### src/rtl/mult_pkg.sv
// rtl/mult_pkg.sv - shared widths, latency and state encoding for the multiplier
package mult_pkg;
    localparam int QW      = 8;
    localparam int DW      = 7;
    localparam int PW      = QW + DW;
    localparam int LATENCY = 17;
    localparam int CW      = 5;

    typedef enum logic [1:0] {
        IDLE = 2'd0,
        LOAD = 2'd1,
        RUN  = 2'd2,
        DONE = 2'd3
    } state_t;
endpackage

### src/rtl/mult_datapath.sv
// rtl/mult_datapath.sv - shift-add accumulator: acc = quotient * divisor + remainder
module mult_datapath
    import mult_pkg::*;
(
    input  logic          clk,
    input  logic          reset,
    input  logic          load,
    input  logic          step,
    input  logic [QW-1:0] quotientin,
    input  logic [DW-1:0] divisorin,
    input  logic [DW-1:0] remainderin,
    output logic [PW-1:0] acc
);
    logic [PW-1:0] mcand;
    logic [DW-1:0] mplier;

    always_ff @(posedge clk or posedge reset) begin
        if (reset) begin
            acc    <= '0;
            mcand  <= '0;
            mplier <= '0;
        end else if (load) begin
            acc    <= {{QW{1'b0}}, remainderin};
            mcand  <= {{DW{1'b0}}, quotientin};
            mplier <= divisorin;
        end else if (step) begin
            if (mplier[0])
                acc <= acc + mcand;
            mcand  <= mcand << 1;
            mplier <= mplier >> 1;
        end
    end
endmodule

### src/rtl/multiplier.sv
// rtl/multiplier.sv - fixed-latency multiply-accumulate sharing the divider's start/valid protocol
module multiplier
    import mult_pkg::*;
(
    input  logic          clk,
    input  logic          reset,
    input  logic          start,
    input  logic [QW-1:0] quotientin,
    input  logic [DW-1:0] divisorin,
    input  logic [DW-1:0] remainderin,
    output logic [PW-1:0] product,
    output logic          valid
);
    state_t        state, next_state;
    logic [CW-1:0] cnt;
    logic          load, step, done_hit;
    logic [PW-1:0] acc;

    mult_datapath u_datapath (
        .clk         (clk),
        .reset       (reset),
        .load        (load),
        .step        (step),
        .quotientin  (quotientin),
        .divisorin   (divisorin),
        .remainderin (remainderin),
        .acc         (acc)
    );

    always_ff @(posedge clk or posedge reset) begin
        if (reset)
            state <= IDLE;
        else
            state <= next_state;
    end

    // cnt tracks edges since the start edge; it reads 1 on the first RUN cycle
    always_comb begin
        next_state = state;
        load       = 1'b0;
        step       = 1'b0;
        done_hit   = 1'b0;
        case (state)
            IDLE, DONE: begin
                if (start)
                    next_state = LOAD;
            end
            LOAD: begin
                load       = 1'b1;
                next_state = start ? LOAD : RUN;
            end
            RUN: begin
                step     = (cnt <= CW'(DW));
                done_hit = (cnt == CW'(LATENCY - 1));
                if (start)
                    next_state = LOAD;
                else if (done_hit)
                    next_state = DONE;
            end
            default: next_state = IDLE;
        endcase
    end

    always_ff @(posedge clk or posedge reset) begin
        if (reset)
            cnt <= '0;
        else if (start)
            cnt <= '0;
        else if (state == LOAD || state == RUN)
            cnt <= cnt + CW'(1);
    end

    // a start on the completion edge still publishes the result but withholds valid
    always_ff @(posedge clk or posedge reset) begin
        if (reset) begin
            product <= '0;
            valid   <= 1'b0;
        end else begin
            if (done_hit)
                product <= acc;
            if (start)
                valid <= 1'b0;
            else if (done_hit)
                valid <= 1'b1;
        end
    end
endmodule
### config.mk
export PLATFORM = sky130hd
export DESIGN_NAME = multiplier
export DESIGN_NICKNAME = d
export VERILOG_FILES = /design/src/rtl/mult_pkg.sv /design/src/rtl/mult_datapath.sv /design/src/rtl/multiplier.sv
export SDC_FILE = /design/constraint.sdc
export NUM_CORES = 1
export LEC_CHECK = 0
export BUFFER_PORTS_ARGS = -buffer_cell sky130_fd_sc_hd__buf_4
export CAP_MARGIN = 40
export CORE_ASPECT_RATIO = 0.8
export CORE_UTILIZATION = 52
export DETAILED_ROUTE_END_ITERATION = 10
export PLACE_DENSITY = 0.78
export RECOVER_POWER = 25
export SYNTH_ARGS = -nofsm -noshare
export SYNTH_HDL_FRONTEND = slang
export SYNTH_SLANG_ARGS = --single-unit
### constraint.sdc
create_clock -name clk -period 2.1 [get_ports clk]
set_clock_uncertainty 0.05 [all_clocks]
set_input_delay 0.42 -clock clk [delete_from_list [all_inputs] [get_ports clk]]
set_output_delay 0.42 -clock clk [all_outputs]
set_load 0.01 [all_outputs]
==> results of run 1 <==
==> registers in the layout, summed over array words and instances (netlist names) <==
register           flops
u_datapath.mplier      7
u_datapath.mcand      15
u_datapath.acc        15
state                  2
cnt                    5
product               15
valid                  1
==> power by group <==
| group | switching (mW) | internal [mW] | leakage, nW |
|---|---|---|---|
| combinational | 1.29 | 1.03 | 1.25 |
| clock | 0.445 | 0.785 | 0.117 |
| sequential | 0.212 | 1.43 | 0.794 |
==> layout by cell type (no fill, tap or decap), types with 4 or more instances in the layout <==
| cell type | count |
|---|---|
| buf_4 | 70 |
| dfrtp_1 | 60 |
| nand2_1 | 38 |
| o21ai_0 | 29 |
| mux2i_1 | 25 |
| nor2_1 | 17 |
| mux2_2 | 15 |
| ha_1 | 15 |
| a21oi_1 | 11 |
| inv_1 | 11 |
| clkbuf_8 | 9 |
| nand3_1 | 8 |
| nor3_1 | 7 |
| a21o_1 | 6 |
| xor2_1 | 6 |
| a21oi_2 | 4 |
| o21a_1 | 4 |
| a31oi_1 | 4 |
==> routing by layer <==
| layer | vias up | routed length [um] | track usage, % |
|---|---|---|---|
| met3 | 9 | 412 | 5.73 |
| met5 | - | 0 | 0 |
| met4 | 0 | 87 | 9.86 |
| met2 | 90 | 3590 | 41.3 |
| li1 | 1288 | - | - |
| met1 | 1268 | 3440 | 31.8 |
==> worst reg2reg max path, delay by kind of cell (launching register included) <==
kind,cells,cell delay [ps]
AO/OA/AOI/OAI,4,700
AND/OR/NAND/NOR,2,560
buffers and inverters,1,60
adder cells (fa/ha/maj),2,430
flip-flops,1,400
==> cell families (layout without fill, tap and decap cells) <==
logic type,count (synthesis),after routing,synth area share [%]
compound gates,76,76,14.3
xor+xnor,9,9,2.43
fa+ha+maj,19,19,7.55
buf+inv,29,103,3.43
flops,60,60,46.2
mux,40,40,12.9
simple gates,89,89,13.1
==> area by class of cell <==
class | count | area (um2)
multi-input combinational | 233 | 1740
clock inverter | 5 | 100
timing repair buffer | 74 | 569
sequential | 60 | 1500
clock buffer | 11 | 131
fill | 447 | 1780
inverter | 13 | 52.6
tap | 81 | 101
==> per-stage QoR <==
stage          total power, mW  area [um2]
2_1_floorplan             3.08        3260
3_3_place_gp              3.69        3850
3_5_place_dp              3.81        3850
4_1_cts                   5.12        4150
5_1_grt                   5.55        4190
6_report                  5.20        4190
==> worst min path at each step <==
stage | start | endpoint | slack [ps]
CTS | reset | product[12] | 60
finish | reset | product[12] | 200
floorplan | u_datapath.mcand[14] | u_datapath.mcand[14] | 440
global placement | reset | product[12] | 420
global route | divisorin[3] | u_datapath.mplier[3] | 230
detailed placement | reset | product[12] | 440
==> repair_timing <==
action / 4_1_cts / 5_1_grt
setup buffers: 1 / 2
hold endpoints to repair: 0 / 0
gates resized for setup: 10 / 10
pin swaps: 5 / 3
setup endpoints to repair: 5 / 8
==> results.json, run 1 <==
{
  "synth_edf_count": 0,
  "ys_top_cells_by_area": "dfrtp_1 (46%), mux2i_1 (7.7%), ha_1 (6.9%), mux2_2 (5.2%), o21ai_0 (4.6%)",
  "numPortBuffers": 40,
  "antenna_left": 0,
  "drc": 0,
  "fin_util_pct": 70.2,
  "synth.distinct_cells": 44,
  "cp_cell_sequence": "ha_2 > inv_2 > fa_2 > nor2b_4 > o2111ai_4 > a2111oi_4 > or4_4 > a21o_1 > a21oi_2",
  "ys_seq_area_share_pct": 46.2,
  "p_leak_nw": 2.16,
  "drt_pass1_iterations": 5,
  "r2r_slack_ps": -140,
  "hpwl_mm": 5.36,
  "synth_area_um2": 3250,
  "tns_ps": -233,
  "rows": 25,
  "synth_common_cells": "dfrtp_1 (60), nand2_1 (39), o21ai_0 (30), mux2i_1 (25), ha_1 (18)",
  "drt_iter0_drc": 248,
  "timing.final.crit_share_pct": 107,
  "ys_ff_latch": 60,
  "worst_slew_pin_slew_ps": 963,
  "cp_top_family": "compound AO/OA/AOI/OAI gates",
  "synth_ff_type": "dfrtp_1",
  "r2r-end": "u_datapath.acc[14]",
  "fmax_mhz": 446,
  "worstPathArrival_ps": 2460,
  "syn_nets": 366,
  "io_pins": 41,
  "drt-total-wl_mm": 7.53,
  "post-synth-top-count-cell": "dfrtp_1",
  "dieArea_um2": 6570,
  "num_vias": 2655,
  "ff2ff_path_depth": 9,
  "cts_made_buffers": 9,
  "antenna_found_initial": 0,
  "post-route-min-period_ps": 2240,
  "slew_violations": 0,
  "htree_levels": 3,
  "slowest_stage": "or4_4",
  "cpPeakStageDelay_ps": 500,
  "dp_cells": 458,
  "clk_pin_slew_worst_paths_ps": 70,
  "finalNonFillerCells": 477,
  "crit_required_ps": 2320,
  "die_w_um": 90.4,
  "worstSetupStartpointType": "flip-flop",
  "status": "complete, but fails checks",
  "antenna_cells": 0,
  "worstSetupPathDepth": 9,
  "ir_drop_uv": 593,
  "cts_buffer_depth": 2,
  "fin_hold_ws_ps": 195,
  "slew_headroom_pct": 35.8,
  "pre_cts_ws_ps": -199,
  "holdCritPathClass": "in -> async",
  "rsz0062_at_grt": "true",
  "crit_buf_inv": 1,
  "crit_start": "u_datapath.acc[0]",
  "grt_pass1_wl_mm": 12.5,
  "layout_setup_ws_ps": -143,
  "cts_root_buf": "clkbuf_8",
  "start_util_pct": 54.4,
  "ys_async_sr_fraction_pct": 100,
  "yosysWarningCount": 0,
  "power.density_nw_per_um2": 1240,
  "grt_pass1_vias": 2686,
  "cts_tree": "done",
  "cts_sinks": 60,
  "hold_buffers": 0,
  "clock_latency_ps": 340,
  "critPathMaxFanout": 3,
  "setup-violations-final": 3,
  "drive_gt1_share_pct": 31.3,
  "critPathKind": "reg -> reg",
  "syn_inst": 322,
  "reg2reg_from": "u_datapath.acc[0]",
  "violations": "negative setup slack",
  "max_cap_viol_count": 0,
  "avgSynthCellArea_um2": 10.1,
  "wl_per_cell_um": 15.8,
  "die_h_um": 72.7,
  "grt_use_total_pct": 24.8,
  "yosys.area.top_type": "dfrtp_1",
  "cp-end-kind": "flip-flop",
  "grt_remaining_overflow": 0,
  "viasPerCell": 5.57,
  "coreArea_um2": 5970,
  "hold_viol": 0,
  "grt_max_degree": 40,
  "gp_congestion": 0.858,
  "nNetsFinal": 435,
  "synth_top_area_share_pct": 46.2,
  "syn_to_final_growth_pct": 29.1,
  "crit_end": "u_datapath.acc[14]"
}
(Power assumes the default switching activity.)
==> run 2, diff against run 1 <==
Settings changed: GPL_TIMING_DRIVEN from default to 1, MAX_ROUTING_LAYER from default to met4.
==> run 2 against run 1 <==
The flow still finishes with violations (negative setup slack). Non-clock buffer count grew 4. Total power grew 1.1%. First-iteration DRC count shrank 34%. Routed wire length shrank 3.5%. Register-to-register slack gained 30 ps. Cell area grew 0.27%. Worst setup slack gained 31 ps. Flip-flop and latch count is the same. Die area is the same.
==> results.json, run 2 (synthesized netlist as in run 1, its figures left out) <==
{
  "power.density_nw_per_um2": 1250,
  "gp_congestion": 0.885,
  "grt_remaining_overflow": 0,
  "setup-violations-final": 2,
  "antenna_cells": 0,
  "cts_made_buffers": 9,
  "worst_slew_pin_slew_ps": 1440,
  "tns_ps": -208,
  "critPathMaxFanout": 3,
  "drt-total-wl_mm": 7.26,
  "post-route-min-period_ps": 2210,
  "hold_viol": 0,
  "crit_required_ps": 2280,
  "wl_per_cell_um": 15.1,
  "drt_pass1_iterations": 4,
  "timing.final.crit_share_pct": 105,
  "cp-end-kind": "flip-flop",
  "holdCritPathClass": "in -> reg",
  "critPathKind": "reg -> reg",
  "clock_latency_ps": 340,
  "die_w_um": 90.4,
  "p_leak_nw": 2.18,
  "drc": 0,
  "syn_to_final_growth_pct": 29.4,
  "hold_buffers": 0,
  "layout_commonest_cell": "buf_4",
  "cts_root_buf": "clkbuf_8",
  "violations": "negative setup slack",
  "max_cap_viol_count": 0,
  "worstPathArrival_ps": 2390,
  "cts_tree": "done",
  "cp_top_family": "adder cells",
  "slowest_stage": "dfrtp_1",
  "start_util_pct": 54.4,
  "die_h_um": 72.7,
  "cpPeakStageDelay_ps": 360,
  "worstSetupStartpointType": "flip-flop",
  "drive_gt1_share_pct": 30.3,
  "cts_sinks": 60,
  "slew_violations": 0,
  "status": "complete, but fails checks",
  "cts_buffer_depth": 2,
  "crit_buf_inv": 2,
  "finalNonFillerCells": 481,
  "drt_iter0_drc": 163,
  "rows": 25,
  "antenna_left": 0,
  "grt_use_total_pct": 25.0,
  "clk_pin_slew_worst_paths_ps": 70,
  "rsz0062_at_grt": "true",
  "layout_setup_ws_ps": -112,
  "htree_levels": 3,
  "coreArea_um2": 5970,
  "num_vias": 2623,
  "grt_pass1_wl_mm": 12.4,
  "hpwl_mm": 5.27,
  "nNetsFinal": 439,
  "most-common-layout-cells": "buf_4 (73), dfrtp_1 (60), nand2_1 (38), o21ai_0 (28), mux2i_1 (25)",
  "dieArea_um2": 6570,
  "cp_cell_sequence": "ha_2 > inv_2 > fa_2 > nor2b_4 > o2111ai_4 > buf_6 > a211oi_4 > o211ai_1 > mux2i_1 > nand2_1",
  "fmax_mhz": 452,
  "ir_drop_uv": 651,
  "top_regs": "product x15, u_datapath.acc x15, u_datapath.mcand x15",
  "viasPerCell": 5.45,
  "grt_pass1_vias": 2589,
  "grt_max_degree": 61,
  "slew_headroom_pct": 4.08,
  "dp_cells": 464,
  "numPortBuffers": 40,
  "io_pins": 41,
  "antenna_found_initial": 0
}
## run 2: path summary, 6_finish.rpt
kind / startpoint / cells past startpoint / endpoint / slack [ps]
min reg2reg: product[1] / 2 / product[1] / 440
max reg2reg: u_datapath.acc[0] / 10 / u_datapath.acc[12] / -110
max in group asynchronous: reset / 3 / u_datapath.mcand[4] / 590
min: divisorin[3] / 3 / u_datapath.mplier[3] / 240
min in group asynchronous: reset / 3 / product[13] / 530
max: u_datapath.acc[0] / 10 / u_datapath.acc[12] / -110
## run 2: metal layers
metal	routed length, um	global-route usage [%]	up-vias
li1	-	-	1290
met1	3490	32.4	1267
met2	3390	39.9	62
met3	342	6.77	4
met4	42	5.02	0
met5	0	-	-
## run 2: what timing repair did
item,4_1_cts,5_1_grt
pin swaps,1,5
gates resized for setup,2,10
setup buffers,0,1
setup endpoints to repair,3,6
## run 2: stage by stage
step                area, um2  worst slack (ps)  hold WS [ps]  total power, mW  util [%]
detailed placement       3910              -172           426             3.87      65.4
finish                   4200              -112           237             5.26      70.4
floorplan                3260             -23.2           440             3.08         -
global route             4200              -200           237             5.65      70.4
global placement         3910             -71.8           425             3.75      65.4
CTS                      4180              -116          96.6             5.23      69.9
## run 2: power by group
part / internal [mW] / switching [mW]
Combinational: 1.06 / 1.27
Clock: 0.852 / 0.442
Sequential: 1.43 / 0.208
## run 2: area by class of cell
type / instances / area (um2)
clock buffers: 12 / 155
multi-input cells: 233 / 1690
inverters: 13 / 48.8
flip-flops and latches: 60 / 1500
clock inverters: 4 / 95.1
fillers: 443 / 1770
repair buffers: 78 / 612
well taps: 81 / 101
## run 2: tightest hold or removal path, stage by stage
cell	delay [ps]
buf_4	70
nand2_1	40
o21ai_0	60
